## src/rtl/stream_demux_1xn_if.sv

```systemverilog
// Stream bundle for the 1-to-N demux: one input stream and N shared-payload output channels.
// The slave modport is the demux's view; the master modport is the source/sink side.
interface stream_demux_1xn_if #(
  parameter int DATA_W = 8,
  parameter int N_OUT  = 4,
  parameter int SEL_W  = 4,
  parameter int ERR_W  = 8
);
  logic              in_valid;
  logic              in_ready;
  logic [DATA_W-1:0] in_data;
  logic              in_last;
  logic [SEL_W-1:0]  in_sel;
  logic [N_OUT-1:0]  out_valid;
  logic [N_OUT-1:0]  out_ready;
  logic [DATA_W-1:0] out_data;
  logic              out_last;
  logic [ERR_W-1:0]  err_cnt;

  modport slave (
    input  in_valid, in_data, in_last, in_sel, out_ready,
    output in_ready, out_valid, out_data, out_last, err_cnt
  );

  modport master (
    output in_valid, in_data, in_last, in_sel, out_ready,
    input  in_ready, out_valid, out_data, out_last, err_cnt
  );
endinterface

```

## src/rtl/stream_demux_1xn.sv

```systemverilog
// Registered 1-to-N packet demux: the channel is locked on the first beat of a packet.
// Packets addressed beyond N_OUT are swallowed whole and counted once in a saturating counter.
module stream_demux_1xn #(
  parameter int DATA_W = 8,
  parameter int N_OUT  = 4,
  parameter int SEL_W  = 4,
  parameter int ERR_W  = 8
) (
  input  logic                clk,
  input  logic                rst,
  stream_demux_1xn_if.slave   bus
);

  typedef enum logic [1:0] {IDLE, PKT, DROP} state_t;

  state_t             r_state;
  state_t             w_next_state;
  logic [DATA_W-1:0]  r_buf_data;
  logic               r_buf_last;
  logic [SEL_W-1:0]   r_buf_ch;
  logic               r_buf_valid;
  logic [SEL_W-1:0]   r_lock_ch;
  logic [ERR_W-1:0]   r_err_cnt;

  logic               w_drain;
  logic               w_in_ready;
  logic               w_accept;
  logic               w_sel_ok;
  logic               w_load;
  logic [SEL_W-1:0]   w_load_ch;
  logic               w_drop_first;
  logic [N_OUT-1:0]   w_out_valid;

  // Only the ready bit of the buffered beat's channel matters.
  always_comb begin
    w_drain     = 1'b0;
    w_out_valid = '0;
    for (int i = 0; i < N_OUT; i++) begin
      if (r_buf_ch == SEL_W'(i)) begin
        w_out_valid[i] = r_buf_valid;
        w_drain        = r_buf_valid && bus.out_ready[i];
      end
    end
  end

  assign w_sel_ok   = {1'b0, bus.in_sel} < (SEL_W+1)'(N_OUT);
  assign w_in_ready = rst ? 1'b0 : ((r_state == DROP) ? 1'b1 : (!r_buf_valid || w_drain));
  assign w_accept   = bus.in_valid && w_in_ready;

  always_comb begin
    w_next_state = r_state;
    w_load       = 1'b0;
    w_load_ch    = r_lock_ch;
    w_drop_first = 1'b0;
    case (r_state)
      IDLE: begin
        if (w_accept) begin
          if (w_sel_ok) begin
            w_load    = 1'b1;
            w_load_ch = bus.in_sel;
            if (!bus.in_last) w_next_state = PKT;
          end else begin
            w_drop_first = 1'b1;
            if (!bus.in_last) w_next_state = DROP;
          end
        end
      end
      PKT: begin
        if (w_accept) begin
          w_load = 1'b1;
          if (bus.in_last) w_next_state = IDLE;
        end
      end
      DROP: begin
        if (w_accept && bus.in_last) w_next_state = IDLE;
      end
      default: w_next_state = IDLE;
    endcase
  end

  // A load takes priority over a drain so a back-to-back beat replaces the drained one.
  always_ff @(posedge clk) begin
    if (rst) begin
      r_state     <= IDLE;
      r_buf_data  <= '0;
      r_buf_last  <= 1'b0;
      r_buf_ch    <= '0;
      r_buf_valid <= 1'b0;
      r_lock_ch   <= '0;
      r_err_cnt   <= '0;
    end else begin
      r_state <= w_next_state;
      if (w_load) begin
        r_buf_data  <= bus.in_data;
        r_buf_last  <= bus.in_last;
        r_buf_ch    <= w_load_ch;
        r_buf_valid <= 1'b1;
        r_lock_ch   <= w_load_ch;
      end else if (w_drain) begin
        r_buf_valid <= 1'b0;
      end
      if (w_drop_first && (r_err_cnt != {ERR_W{1'b1}})) begin
        r_err_cnt <= r_err_cnt + 1'b1;
      end
    end
  end

  assign bus.in_ready  = w_in_ready;
  assign bus.out_valid = w_out_valid;
  assign bus.out_data  = r_buf_data;
  assign bus.out_last  = r_buf_last;
  assign bus.err_cnt   = r_err_cnt;

endmodule
```

## src/flat_wrapper.sv

```systemverilog
// flat-port wrapper written by rule: the top's interface ports become plain ports
module stream_demux_1xn_flat 
#(
  parameter int DATA_W = 8,
  parameter int N_OUT  = 4,
  parameter int SEL_W  = 4,
  parameter int ERR_W  = 8
)
  (clk, rst, bus_in_valid, bus_in_data, bus_in_last, bus_in_sel, bus_out_ready, bus_in_ready, bus_out_valid, bus_out_data, bus_out_last, bus_err_cnt);
  stream_demux_1xn_if #(.DATA_W(DATA_W), .N_OUT(N_OUT), .SEL_W(SEL_W), .ERR_W(ERR_W)) bus_i ();
  input  logic clk;
  input  logic rst;
  input wire logic [$bits(bus_i.in_valid)-1:0] bus_in_valid;
  input wire logic [$bits(bus_i.in_data)-1:0] bus_in_data;
  input wire logic [$bits(bus_i.in_last)-1:0] bus_in_last;
  input wire logic [$bits(bus_i.in_sel)-1:0] bus_in_sel;
  input wire logic [$bits(bus_i.out_ready)-1:0] bus_out_ready;
  output wire logic [$bits(bus_i.in_ready)-1:0] bus_in_ready;
  output wire logic [$bits(bus_i.out_valid)-1:0] bus_out_valid;
  output wire logic [$bits(bus_i.out_data)-1:0] bus_out_data;
  output wire logic [$bits(bus_i.out_last)-1:0] bus_out_last;
  output wire logic [$bits(bus_i.err_cnt)-1:0] bus_err_cnt;
  assign bus_i.in_valid = bus_in_valid;
  assign bus_i.in_data = bus_in_data;
  assign bus_i.in_last = bus_in_last;
  assign bus_i.in_sel = bus_in_sel;
  assign bus_i.out_ready = bus_out_ready;
  assign bus_in_ready = bus_i.in_ready;
  assign bus_out_valid = bus_i.out_valid;
  assign bus_out_data = bus_i.out_data;
  assign bus_out_last = bus_i.out_last;
  assign bus_err_cnt = bus_i.err_cnt;
  stream_demux_1xn #(.DATA_W(DATA_W), .N_OUT(N_OUT), .SEL_W(SEL_W), .ERR_W(ERR_W)) u_core (.clk(clk), .rst(rst), .bus(bus_i));
endmodule
```

## config.mk

```make
export PLATFORM = sky130hd
export DESIGN_NAME = stream_demux_1xn_flat
export DESIGN_NICKNAME = d
export VERILOG_FILES = /design/src/rtl/stream_demux_1xn_if.sv /design/src/rtl/stream_demux_1xn.sv /design/src/flat_wrapper.sv
export SDC_FILE = /design/constraint.sdc
export NUM_CORES = 1
export LEC_CHECK = 0
export BUFFER_PORTS_ARGS = -buffer_cell sky130_fd_sc_hd__buf_2
export CAP_MARGIN = 25
export CORE_ASPECT_RATIO = 0.75
export CORE_MARGIN = 5
export CORE_UTILIZATION = 35
export CTS_CLUSTER_DIAMETER = 40
export DETAILED_ROUTE_END_ITERATION = 16
export HOLD_SLACK_MARGIN = 0.08
export MAX_ROUTING_LAYER = met4
export SYNTH_ARGS = -nofsm -noshare
export SYNTH_HDL_FRONTEND = slang
export SYNTH_SLANG_ARGS = --single-unit
```

## constraint.sdc

```tcl
create_clock -name clk -period 2.7 [get_ports clk]
set_input_delay 0.27 -clock clk [delete_from_list [all_inputs] [get_ports clk]]
set_output_delay 0.27 -clock clk [all_outputs]
set_load 0.02 [all_outputs]
```

# [Word-level counts from Yosys, hierarchy flattened]
# Cells that the tools add are included.
[classes] addsub=1 order_cmp=1 n_eq_ne=11 muxes=30 reduce_logical=14
[op_table] cell="1-bit 2-to-1 mux" n=18
[op_table] cell="2-bit 2-to-1 mux" n=7
[op_table] cell="4-bit 2-to-1 mux" n=3
[op_table] cell="8-bit by 1-bit adder with 8-bit output, second input constant" n=1
[op_table] cell="4-bit by 2-bit equality test with 1-bit output, second input constant" n=2
[op_table] cell="8-bit != test, second input constant" n=1
[op_table] cell="1-bit logical AND" n=7
[op_table] cell="2-bit != test, second input constant" n=3
[op_table] cell="2-bit case mux with 3 select lines" n=1
[op_table] cell="5-bit AND reduction" n=1
[op_table] cell="4-bit by 1-bit equality test with 1-bit output, second input constant" n=1
[op_table] cell="4-bit logical NOT" n=1
[op_table] cell="4-bit by 3-bit less-than comparator with 1-bit output, second input constant" n=1
[op_table] cell="2-bit by 1-bit != test with 1-bit output, second input constant" n=2
[op_table] cell="4-bit AND reduction" n=1
[op_table] cell="2-bit by 1-bit equality test with 1-bit output, second input constant" n=1
[op_table] cell="2-bit equality test, second input constant" n=1
[op_table] cell="2-bit logical NOT" n=1
[op_table] cell="1-bit case mux with 2 select lines" n=1
[op_table] cell="2-bit nonzero test" n=1
[op_table] cell="1-bit logical NOT" n=1
[op_table] cell="1-bit logical OR" n=1
[word_totals] reg_bits=24 input_bits=20 output_inout_bits=22 word_cells=63

# [Longest topological paths before layout]
[depth] word_depth=12 ltp_mapped=7 ltp_nobuf=6

# [Worst setup path after synthesis]
# Ideal clock, no wire load.
[synth_path] kind="register to register" start="register u_core.r_buf_ch[0]" end="register u_core.r_err_cnt[4], in the netlist u_core.bus.err_cnt[4]" setup_time_ns=0.071 arrival_ns=1.671 required_time_ns=2.629 setup_slack_ns=0.958 path_stages_with_launch=7 path_buffers=1 period_less_slack_ns=1.742 path_cell_list="dfxtp_1 > or3b_4 > o221ai_4 > o21ai_2 > buf_6 > or3_1 > a21oi_1"
[synth_via] elab_chain_cells=12 elab_cells_between_ends=15 classes_between="eq/ne (3); mux (8); reduce/logical (4)"
[synth_rtl] element="from (decl)" line="stream_demux_1xn.sv:20" text="logic [SEL_W-1:0] r_buf_ch;"
[synth_rtl] element="from (signal assigned)" line="stream_demux_1xn.sv:96" text="r_buf_ch <= w_load_ch;"
[synth_rtl] element="4-bit logical NOT" line="stream_demux_1xn.sv:39" text="if (r_buf_ch == SEL_W'(i)) begin"
[synth_rtl] element="1-bit 2-to-1 mux (3 in a row)" line="stream_demux_1xn.sv:39"
[synth_rtl] element="1-bit 2-to-1 mux (*)" line="stream_demux_1xn.sv:39"
[synth_rtl] element="1-bit logical OR (*)" line="stream_demux_1xn.sv:47" text="assign w_in_ready = rst ? 1'b0 : ((r_state == DROP) ? 1'b1 : (!r_buf_valid || w_drain));"
[synth_rtl] element="1-bit 2-to-1 mux (*) (2 in a row)" line="stream_demux_1xn.sv:47"
[synth_rtl] element="1-bit logical AND (*)" line="stream_demux_1xn.sv:48" text="assign w_accept = bus.in_valid && w_in_ready;"
[synth_rtl] element="1-bit 2-to-1 mux (*)" line="stream_demux_1xn.sv:57" text="if (w_accept) begin"
[synth_rtl] element="1-bit 2-to-1 mux (*)" line="stream_demux_1xn.sv:55" text="case (r_state)"
[synth_rtl] element="1-bit logical AND (*)" line="stream_demux_1xn.sv:102" text="if (w_drop_first && (r_err_cnt != {ERR_W{1'b1}})) begin"
[synth_rtl] element="to (signal assigned)" line="stream_demux_1xn.sv:103" text="r_err_cnt <= r_err_cnt + 1'b1;"
[synth_rtl] element="to (decl)" line="stream_demux_1xn.sv:23" text="logic [ERR_W-1:0] r_err_cnt;"
# Mark *: on every way between the ends. The rest lies on a longest branch, timed or not.
# A chain may end at the register's enable or synchronous reset.

# [Worst setup path in the final report]
[layout_path] start="register u_core.r_buf_ch[0]" end="output bus_in_ready"
[layout_via] elab_chain_cells=8 elab_cells_between_ends=11 classes_between="eq/ne (3); mux (6); reduce/logical (2)"
[layout_rtl] element="4-bit logical NOT" line="stream_demux_1xn.sv:39"
[layout_rtl] element="1-bit 2-to-1 mux (3 in a row)" line="stream_demux_1xn.sv:39"
[layout_rtl] element="1-bit 2-to-1 mux (*)" line="stream_demux_1xn.sv:39"
[layout_rtl] element="1-bit logical OR (*)" line="stream_demux_1xn.sv:47"
[layout_rtl] element="1-bit 2-to-1 mux (*) (2 in a row)" line="stream_demux_1xn.sv:47"
[layout_rtl] element="to (decl)" line="flat_wrapper.sv:18" text="output wire logic [$bits(bus_i.in_ready)-1:0] bus_in_ready;"
# Marked as above.

==> results.py <==
metrics = {
    "cts": {
        "cts.sinks": 24,
        "clk_pin_slew_worst_paths_ns": 0.08,
        "hold_buffers": 0,
        "cts_tree": "yes",
        "cts_setup_buffers": 0,
        "clock-root-buffer": "clkbuf_8",
        "cts.path.max_buffers": 2,
        "htreeDepth": 1,
        "ctsResizeCount": 0,
        "clkLatencyLatePin_ns": 0.26,
        "cts_buffers": 3,
    },
    "synthesis": {
        "async_flop_share_pct": 0,
        "synthTopCellsByArea": "dfxtp_1, mux2i_1, nor2_1, nor3b_1, a21oi_1",
        "syn_inst": 114,
        "synth_warnings": 0,
        "yosys-top-cells-count": "dfxtp_1, nor2_1, mux2i_1",
        "synth_edf_count": 0,
        "synth_ff_type": "dfxtp_1",
        "synth_most_common_cell": "dfxtp_1",
        "synth_sequential_area_ratio_pct": 44.24,
        "yosysUniqueCellTypes": 36,
        "yosys.area.top_type": "dfxtp_1",
        "ys_ff_latch": 24,
        "synth.avg_cell_area_um2": 9.527,
        "syn_nets": 135,
        "syn_area_um2": 1086,
        "yosysTopAreaCellShare_pct": 44.24,
    },
    "worst_setup_path": {
        "regToRegStartpoint": "u_core.r_buf_ch[0]$_SDFFE_PP0P_",
        "crit_fanout": 8,
        "ff2ff_setup_slack_ns": 0.78,
        "end_kind": "output pin",
        "critPathKind": "flip-flop to output pin",
        "cp_slowest_cell": "dfxtp_1",
        "arrival_ns": 1.70,
        "cp.required_ns": 2.43,
        "reg2reg_to": "u_core.bus.err_cnt[5]$_SDFFE_PP0P_",
        "cpMostUsedCell": "nor2_1",
        "critical_path.startpoint_type": "flip-flop",
        "cp_cell_sequence": "or3b_4, o221ai_4, nor2_1, nor2_1, buf_2",
        "cpPeakStageDelay_ns": 0.42,
        "reg2reg_depth": 5,
    },
    "die": {
        "num_rows": 17,
        "dieArea_um2": 4328,
        "core_area_um2": 2957,
        "fp.dieH_um": 58.24,
        "ios": 42,
        "die_w_um": 74.32,
        "initial_utilization_pct": 36.73,
    },
    "timing": {
        "min_period_ns": 1.969,
        "relSlewSlack_pct": 71.14,
        "worstMarginPinSlew_ns": 0.4329,
        "period_share_pct": 72.91,
        "hold_viol_final": 0,
        "skew_ns": 0.003018,
        "slew_viol_final": 0,
        "postLayoutSetupSlackWorst_ns": 0.7315,
        "rsz0062_at_grt": "false",
        "finalSetupTns_ns": 0,
        "setup_viol": 0,
        "fmax_mhz": 508.0,
    },
    "job": {
        "maxCapViolCount": 0,
    },
    "place": {
        "gp_congestion": 0.8644,
        "dp.cells": 187,
        "pre_cts_ws_ns": 0.7404,
        "io_buffers": 41,
        "dpl.hpwl_um": 1900,
    },
    "global_routing": {
        "grt_overflow_total": 0,
        "grt_max_degree": 26,
        "grt_pass1_wl_um": 3960,
        "antenna_found_initial": 0,
        "grt.total_usage_pct": 11.76,
        "grt_pass1_vias": 894,
    },
    "final_layout": {
        "regArea_um2": 480.5,
        "nets": 175,
        "final_cell_count_no_fill": 191,
        "multi_input_area_um2": 559.3,
        "syn_to_final_growth_pct": 25.46,
        "diodes": 0,
        "fillers": 300,
        "drive_gt1_share_pct": 32.68,
    },
    "route": {
        "post_drt_wl_per_cell_um": 12.67,
        "wl_um": 2420,
        "vias_per_cell": 4.984,
        "remaining_drc_errors": 0,
        "drt_iter0_markers": 22,
        "vias": 952,
        "ant_nets": 0,
        "drt-pass1-iter-count": 4,
    },
    "pwr": {
        "p_leak_nw": 0.5726,
        "p_per_area_nw_per_um2": 494.6,
        "power.total_mw": 0.6739,
        "peakVddDrop_mv": 0.3752,
    },
    "hold_path": {
        "hold-path-cell-count": 2,
        "min_from": "bus_in_last",
        "hold_path_end": "u_core.r_state[0]$_SDFFE_PP0P_",
        "holdCritPathClass": "primary input to flip-flop",
    },
    "status": {
        "outcome": "finished clean",
    },
}
==> area by class of cell <==
class	instances	share of cell area, %
clock buffers	4	4.040
inverters	2	0.5510
multi-input cells	81	41.05
flip-flops and latches	24	35.26
well taps	38	3.489
repair buffers	42	15.61
==> how the worst max path moves through the flow <==
stage,from,endpoint,slack [ns],depth (start not counted)
4_1_cts,u_core.r_buf_ch[0]$_SDFFE_PP0P_,bus_in_ready,0.70,5
2_1_floorplan,u_core.r_buf_ch[0]$_SDFFE_PP0P_,u_core.bus.err_cnt[4]$_SDFFE_PP0P_,0.96,6
5_1_grt,u_core.r_buf_ch[0]$_SDFFE_PP0P_,bus_in_ready,0.57,5
6_report,u_core.r_buf_ch[0]$_SDFFE_PP0P_,bus_in_ready,0.73,5
3_3_place_gp,rst,u_core.bus.err_cnt[5]$_SDFFE_PP0P_,0.77,6
3_5_place_dp,rst,u_core.bus.err_cnt[5]$_SDFFE_PP0P_,0.74,6
==> registers in the layout (all words and copies together), names as in the netlist <==
| register | flops |
|---|---|
| u_core.bus.err_cnt | 8 |
| u_core.r_buf_ch | 4 |
| u_core.bus.out_last | 1 |
| u_core.r_state | 2 |
| u_core.bus.out_data | 8 |
| u_core.r_buf_valid | 1 |
==> cells in the final DEF, fill, tap and decap left out, types with 2 or more instances in the layout <==
master and count:
a21oi_1 6, clkbuf_8 4, nor3b_1 5, or3_1 3, buf_2 41, mux2i_1 14, nor3_1 3, inv_1 2
nand2_1 3, o21ai_0 4, nor2_1 18, dfxtp_1 24, nand3_1 4
==> report_power, final <==
group / leakage, nW / internal [mW] / switching (mW)
clock network: 0.0288 / 0.130 / 0.107
logic: 0.350 / 0.0303 / 0.0396
registers: 0.194 / 0.361 / 0.00616
total: 0.573 / 0.521 / 0.152
==> critical path: cells and delay by family (launching register included) <==
kind	cells	cell delay, ns
compound gates	1	0.27
buf+inv	1	0.18
flops	1	0.42
simple gates	3	0.58
==> per-layer routing <==
layer  global-route usage, %  wire length [um]
met1                   15.36              1129
met3                   4.333               210
met2                   18.06              1080
met4                   1.269                 0
met5                       -                 0
==> cells by family (layout without fill, tap and decap cells) <==
| logic type | count (synthesis) | after routing | synth area share (%) |
|---|---|---|---|
| compound gates | 21 | 21 | 15.09 |
| xor+xnor | 1 | 1 | 0.8066 |
| fa+ha+maj | 1 | 1 | 1.152 |
| buf+inv | 9 | 48 | 4.262 |
| flops | 24 | 24 | 44.24 |
| mux | 14 | 14 | 12.90 |
| simple gates | 44 | 44 | 21.55 |
==> stage by stage <==
stage	util (%)	hold slack, ns	instance area, um^2
2_1_floorplan	-	0.3666	1086
3_3_place_gp	44.22	0.4470	1308
3_5_place_dp	44.22	0.4384	1308
4_1_cts	46.09	0.2227	1363
5_1_grt	46.09	0.2199	1363
6_report	46.09	0.2261	1363
Note: power is estimated with default switching activity, not from simulation.
